## src/rtl/conv_loop_controller.sv

```systemverilog
// Convolution loop-nest sequencer: emits one registered MAC descriptor per
// valid/ready handshake in oy, ox, co, ky, kx, ci order (outer to inner).
module conv_loop_controller #(
  parameter int unsigned FEATURE_MAP_WIDTH  = 128,
  parameter int unsigned FEATURE_MAP_HEIGHT = 128,
  parameter int unsigned INPUT_NB_CHANNELS  = 2,
  parameter int unsigned OUTPUT_NB_CHANNELS = 16,
  parameter int unsigned KERNEL_SIZE        = 3,
  localparam int unsigned OXW = $clog2(FEATURE_MAP_WIDTH),
  localparam int unsigned OYW = $clog2(FEATURE_MAP_HEIGHT),
  localparam int unsigned XW  = OXW + 2,
  localparam int unsigned YW  = OYW + 2,
  localparam int unsigned CIW = (INPUT_NB_CHANNELS > 1) ? $clog2(INPUT_NB_CHANNELS) : 1,
  localparam int unsigned COW = (OUTPUT_NB_CHANNELS > 1) ? $clog2(OUTPUT_NB_CHANNELS) : 1,
  localparam int unsigned KW  = (KERNEL_SIZE > 1) ? $clog2(KERNEL_SIZE) : 1
) (
  input  logic           clk,
  input  logic           rst_in,
  input  logic           start,
  input  logic           conv_stride_mode,
  output logic           running,
  output logic           done,
  output logic           op_valid,
  input  logic           op_ready,
  output logic [XW-1:0]  op_in_x,
  output logic [YW-1:0]  op_in_y,
  output logic           op_pad,
  output logic [CIW-1:0] op_ci,
  output logic [COW-1:0] op_co,
  output logic [KW-1:0]  op_kx,
  output logic [KW-1:0]  op_ky,
  output logic           op_first,
  output logic           op_last,
  output logic [OXW-1:0] op_out_x,
  output logic [OYW-1:0] op_out_y
);

  localparam int unsigned W    = FEATURE_MAP_WIDTH;
  localparam int unsigned H    = FEATURE_MAP_HEIGHT;
  localparam int unsigned HALF = KERNEL_SIZE / 2;

  typedef enum logic [1:0] {IDLE, RUN, DONE} state_t;

  state_t state;
  logic   stride2;

  logic           sel_s2;
  logic [CIW-1:0] n_ci;
  logic [COW-1:0] n_co;
  logic [KW-1:0]  n_kx, n_ky;
  logic [OXW-1:0] n_ox, ox_max;
  logic [OYW-1:0] n_oy, oy_max;
  logic [XW-1:0]  sx, n_ix;
  logic [YW-1:0]  sy, n_iy;
  logic           n_pad, n_first, n_last;
  logic           ci_end, kx_end, ky_end, co_end, ox_end, oy_end;
  logic           fire, final_op, load;

  assign ox_max = stride2 ? OXW'(W / 2 - 1) : OXW'(W - 1);
  assign oy_max = stride2 ? OYW'(H / 2 - 1) : OYW'(H - 1);

  assign ci_end = (op_ci == CIW'(INPUT_NB_CHANNELS - 1));
  assign kx_end = (op_kx == KW'(KERNEL_SIZE - 1));
  assign ky_end = (op_ky == KW'(KERNEL_SIZE - 1));
  assign co_end = (op_co == COW'(OUTPUT_NB_CHANNELS - 1));
  assign ox_end = (op_out_x == ox_max);
  assign oy_end = (op_out_y == oy_max);

  assign fire     = op_valid & op_ready;
  assign final_op = ci_end & kx_end & ky_end & co_end & ox_end & oy_end;
  assign load     = ((state == IDLE) & start) | ((state == RUN) & fire & ~final_op);

  // Next descriptor: zero on start, otherwise the carry-chained increment.
  always_comb begin
    n_ci = op_ci;
    n_kx = op_kx;
    n_ky = op_ky;
    n_co = op_co;
    n_ox = op_out_x;
    n_oy = op_out_y;
    sel_s2 = (state == IDLE) ? conv_stride_mode : stride2;
    if (state == IDLE) begin
      n_ci = '0;
      n_kx = '0;
      n_ky = '0;
      n_co = '0;
      n_ox = '0;
      n_oy = '0;
    end else if (!ci_end) begin
      n_ci = op_ci + CIW'(1);
    end else begin
      n_ci = '0;
      if (!kx_end) begin
        n_kx = op_kx + KW'(1);
      end else begin
        n_kx = '0;
        if (!ky_end) begin
          n_ky = op_ky + KW'(1);
        end else begin
          n_ky = '0;
          if (!co_end) begin
            n_co = op_co + COW'(1);
          end else begin
            n_co = '0;
            if (!ox_end) begin
              n_ox = op_out_x + OXW'(1);
            end else begin
              n_ox = '0;
              n_oy = oy_end ? '0 : op_out_y + OYW'(1);
            end
          end
        end
      end
    end
    // Stride 2 is a left shift; two's-complement wrap gives the signed result.
    sx      = sel_s2 ? {1'b0, n_ox, 1'b0} : {2'b00, n_ox};
    sy      = sel_s2 ? {1'b0, n_oy, 1'b0} : {2'b00, n_oy};
    n_ix    = sx + XW'(n_kx) - XW'(HALF);
    n_iy    = sy + YW'(n_ky) - YW'(HALF);
    n_pad   = n_ix[XW-1] | (n_ix >= XW'(W)) | n_iy[YW-1] | (n_iy >= YW'(H));
    n_first = (n_ky == '0) & (n_kx == '0) & (n_ci == '0);
    n_last  = (n_ky == KW'(KERNEL_SIZE - 1)) & (n_kx == KW'(KERNEL_SIZE - 1)) &
              (n_ci == CIW'(INPUT_NB_CHANNELS - 1));
  end

  // Control FSM with registered running/done/op_valid.
  always_ff @(posedge clk) begin
    if (rst_in) begin
      state    <= IDLE;
      stride2  <= 1'b0;
      running  <= 1'b0;
      done     <= 1'b0;
      op_valid <= 1'b0;
    end else begin
      case (state)
        IDLE: begin
          done <= 1'b0;
          if (start) begin
            stride2  <= conv_stride_mode;
            running  <= 1'b1;
            op_valid <= 1'b1;
            state    <= RUN;
          end
        end
        RUN: begin
          if (fire && final_op) begin
            running  <= 1'b0;
            op_valid <= 1'b0;
            done     <= 1'b1;
            state    <= DONE;
          end
        end
        DONE: begin
          done  <= 1'b0;
          state <= IDLE;
        end
        default: state <= IDLE;
      endcase
    end
  end

  // Descriptor registers double as the loop counters.
  always_ff @(posedge clk) begin
    if (rst_in) begin
      op_in_x  <= '0;
      op_in_y  <= '0;
      op_pad   <= 1'b0;
      op_ci    <= '0;
      op_co    <= '0;
      op_kx    <= '0;
      op_ky    <= '0;
      op_first <= 1'b0;
      op_last  <= 1'b0;
      op_out_x <= '0;
      op_out_y <= '0;
    end else if (load) begin
      op_in_x  <= n_ix;
      op_in_y  <= n_iy;
      op_pad   <= n_pad;
      op_ci    <= n_ci;
      op_co    <= n_co;
      op_kx    <= n_kx;
      op_ky    <= n_ky;
      op_first <= n_first;
      op_last  <= n_last;
      op_out_x <= n_ox;
      op_out_y <= n_oy;
    end
  end

endmodule

```

## config.mk

```make
export PLATFORM = sky130hd
export DESIGN_NAME = conv_loop_controller
export DESIGN_NICKNAME = d
export VERILOG_FILES = /design/src/rtl/conv_loop_controller.sv
export SDC_FILE = /design/constraint.sdc
export NUM_CORES = 1
export LEC_CHECK = 0
export ABC_CLOCK_PERIOD_IN_PS = 5750
export BUFFER_PORTS_ARGS = -buffer_cell sky130_fd_sc_hd__buf_2
export CAP_MARGIN = 5
export CORE_MARGIN = 2
export CORE_UTILIZATION = 30
export DETAILED_ROUTE_END_ITERATION = 8
export MAX_ROUTING_LAYER = met4
export PLACE_DENSITY = 0.54
export SETUP_SLACK_MARGIN = 0.1
export SLEW_MARGIN = 20
export SYNTH_ARGS = -nofsm -noshare
export SYNTH_HDL_FRONTEND = slang
export SYNTH_SLANG_ARGS = --single-unit
```

## constraint.sdc

```tcl
create_clock -name clk -period 5.75 [get_ports clk]
set_input_delay 1.15 -clock clk [delete_from_list [all_inputs] [get_ports clk]]
set_output_delay 1.15 -clock clk [all_outputs]
set_load 0.02 [all_outputs]
```

==> summary.md <==
| Metric | Value |
|---|---|
| Hold-fix buffers, CTS | 0 |
| Vias | 3,095 |
| Core area | 10,800 um^2 |
| CTS clk-pin slew, worst paths | 100 ps |
| First-pass GRT wire length | 14,200 um |
| Pre-CTS setup slack | 1350 ps |
| Slew @ Worst Pin | 980 ps |
| DR DRC count | 0 |
| Cells after Synth | 422 |
| Fillers | 1,188 |
| Ant diodes | 0 |
| Overflow after GRT | 0 |
| Unique masters post-synth | 65 |
| Syn Std Cell Area | 3340 um^2 |
| Placed Area | 3640 um^2 |
| Worst r2r src | op_out_x[0] |
| Setup ws final | 1240 ps |
| Hold/Removal Path Class | reg -> reg |
| Crit-path max cell delay | 450 ps |
| H-tree levels | 2 |
| Largest delay share family, worst path | compound AO/OA/AOI/OAI gates |
| Clock sink count | 49 |
| Synth Flop Type | dfxtp_1 |
| Synth area leader | dfxtp_1 |
| Starting density of the core | 0.308 |
| Yosys warns | 0 |
| DR iter-0 viols | 174 |
| Die W | 109 um |
| LEAKAGE | 1.56 nW |
| HP Start | op_last |
| Via-per-instance ratio | 5.17 |
| Commonest cells after routing, fill and taps aside | nand2_1, buf_2, a21oi_1, dfxtp_1, nor2_1 |
| Largest cells by area after synthesis | dfxtp_1, ha_1, a21oi_1, nand2_1, nor2_1 |
| CP Data Arrival Time | 4660 ps |
| Final Instance Area | 3760 um^2 |
| # rows | 38 |
| Chip height | 109 um |
| Number of synthesized flops with an enable pin | 0 |
| Power density cells | 196 nW/um^2 |
| # IOs | 52 |
| Cell Count, Final, Fillers Out | 599 |
| Fin. Hold Viols | 0 |
| CP bufs+invs | 1 |
| Asr flop ratio synth | 0 |
| Worst Setup End Kind | flop |
| CTS buffer count | 5 |
| Proportion of layout cells with a drive suffix above 1 | 0.181 |
| Ratio of final minimum period to clock period | 0.784 |
| DP HPWL | 6230 um |
| GRT Total Usage | 0.152 |
| Slew Viols, Final | 0 |
| Largest net degree at the start of global routing | 52 |
| Clk_lat worst skew | 310 ps |
| Area grow syn2layout | 12.6% |
| CTS tree | done |
| CP Data Required Time | 5900 ps |
| Max frequency | 222 MHz |
| Final nets | 486 |
| Relative slew slack | 0.347 |
| Vias in the first global route | 2,901 |
| Crit-path cells | ha_1 -> nand3_1 -> nor2_1 -> nand3_1 -> o21ai_0 -> nand2_1 -> o22a_1 -> ha_1 -> inv_1 -> ha_1 -> fa_1 -> a211oi_1 -> o21bai_1 -> a21oi_1 -> xnor2_1 -> nor4_2 -> a211oi_1 |
| First-pass DRT Iterations | 4 |
| Post-CTS setup repair buffer count | 0 |
| GPL Wtd Cong | 0.822 |
| Fin util | 0.347 |
| Root Buffer | clkbuf_8 |
| Worst path most repeated cell | ha_1 |
| PortBufs | 51 |
| Final setup fails | 0 |
| Die area | 12,000 um^2 |
| Initial antenna violation count | 0 |
| Seq/Total Area, Yosys | 0.294 |
| Setup TNS | 0 ps |
| Critical Path Source | op_out_x[0] |
| Syn avg cell area | 7.91 um^2 |
| Top-area cell type share of the netlist area | 0.294 |
| CP Max Fanout | 10 |
| Unrepaired setup endpoints after global routing | no |
| Commonest non-fill, non-tap cell in the layout | nand2_1 |
| Drt total wl | 8740 um |
| Status | complete, no violations |
| Max_cap viols | 0 |
| Worst Clk Skew | 5.80 ps |
| Startpoint types | flop |
| Routed wire per std cell | 14.6 um |
| Maximum vdd ir drop | 0.102 mV |
| #FFs+latches synth | 49 |
| Placed Cells | 591 |
| Slowest-stage cell, CP | dfxtp_1 |
| Antenna Nets Post-Route | 0 |
| Cts repair resizes | 0 |
| WS Path Type | reg -> reg |
| Max Buffers Root-to-Sink | 2 |
| Syn_nets | 450 |
| Tmin final | 4510 ps |
==> cells in the mapped netlist, types with 6 or more instances <==
cell / number
xnor2_1: 12
nand3_1: 24
clkbuf_1: 10
dfxtp_1: 49
mux2i_1: 7
o21ai_0: 12
nand2_1: 60
ha_1: 21
buf_2: 6
a211oi_1: 9
xor2_1: 7
nor2_1: 37
nor3_1: 11
a21oi_1: 49
inv_1: 17
==> tightest hold or removal path, delay by kind of cell, from the launching register on <==
family	cells	cell delay, ps
compound gates	1	50
flops	1	320
simple gates	1	50
==> through the flow <==
stage | hold slack, ps | total power [mW]
2_1_floorplan | 478 | 0.450
3_3_place_gp | 441 | 0.478
3_5_place_dp | 444 | 0.478
4_1_cts | 459 | 0.748
5_1_grt | 484 | 0.777
6_report | 451 | 0.736
==> final cells by class <==
cell class / count / area [um^2] / share of cell area
Inverter: 17 / 63.8 / 0.0170
Tap cell: 140 / 175 / 0.0466
Timing Repair Buffer: 54 / 278 / 0.0739
Multi-Input combinational cell: 331 / 2140 / 0.570
Clock inverter: 2 / 37.5 / 0.00999
Sequential cell: 49 / 981 / 0.261
Clock buffer: 6 / 82.6 / 0.0220
==> kinds of logic (layout without fill, tap and decap cells) <==
family / Yosys count / in the layout / share of synthesized area
buffers and inverters: 42 / 79 / 0.0652
xor gates and xnor gates: 19 / 19 / 0.0499
muxes: 12 / 12 / 0.0379
and+or+nand+nor: 167 / 167 / 0.243
AOI/OAI and AO/OA: 110 / 110 / 0.220
DFF: 49 / 49 / 0.294
adders and majority gates: 23 / 23 / 0.0907
==> sequential cells by signal, indices dropped and copies added, names as in the netlist <==
register and flops:
op_in_x 9, state 2, op_co 4, op_ci 1
stride2 1, op_valid 1, op_in_y 9, op_out_x 7
op_kx 2, op_first 1, op_ky 2, op_pad 1
op_last 1, op_out_y 7, done 1
==> power breakdown <==
part,leakage [nW],internal (mW),switching [mW]
clock,0.0574,0.142,0.125
combinational,1.11,0.0326,0.0730
sequential,0.401,0.354,0.0101
==> per-layer routing <==
| metal | share of wire | vias to the layer above | global-route usage |
|---|---|---|---|
| met5 | 0 | - | - |
| met4 | 0.0076 | 0 | 0.0362 |
| met3 | 0.053 | 6 | 0.0225 |
| met2 | 0.43 | 84 | 0.229 |
| met1 | 0.51 | 1423 | 0.214 |
| li1 | - | 1582 | - |
==> final timing paths <==
path / end / slack, ps / depth (start not counted)
max: op_pad / 1240 / 17
min: op_last / 450 / 2
max reg2reg: op_pad / 1240 / 17
min reg2reg: op_last / 450 / 2
Power figures use the tool's default switching activity.
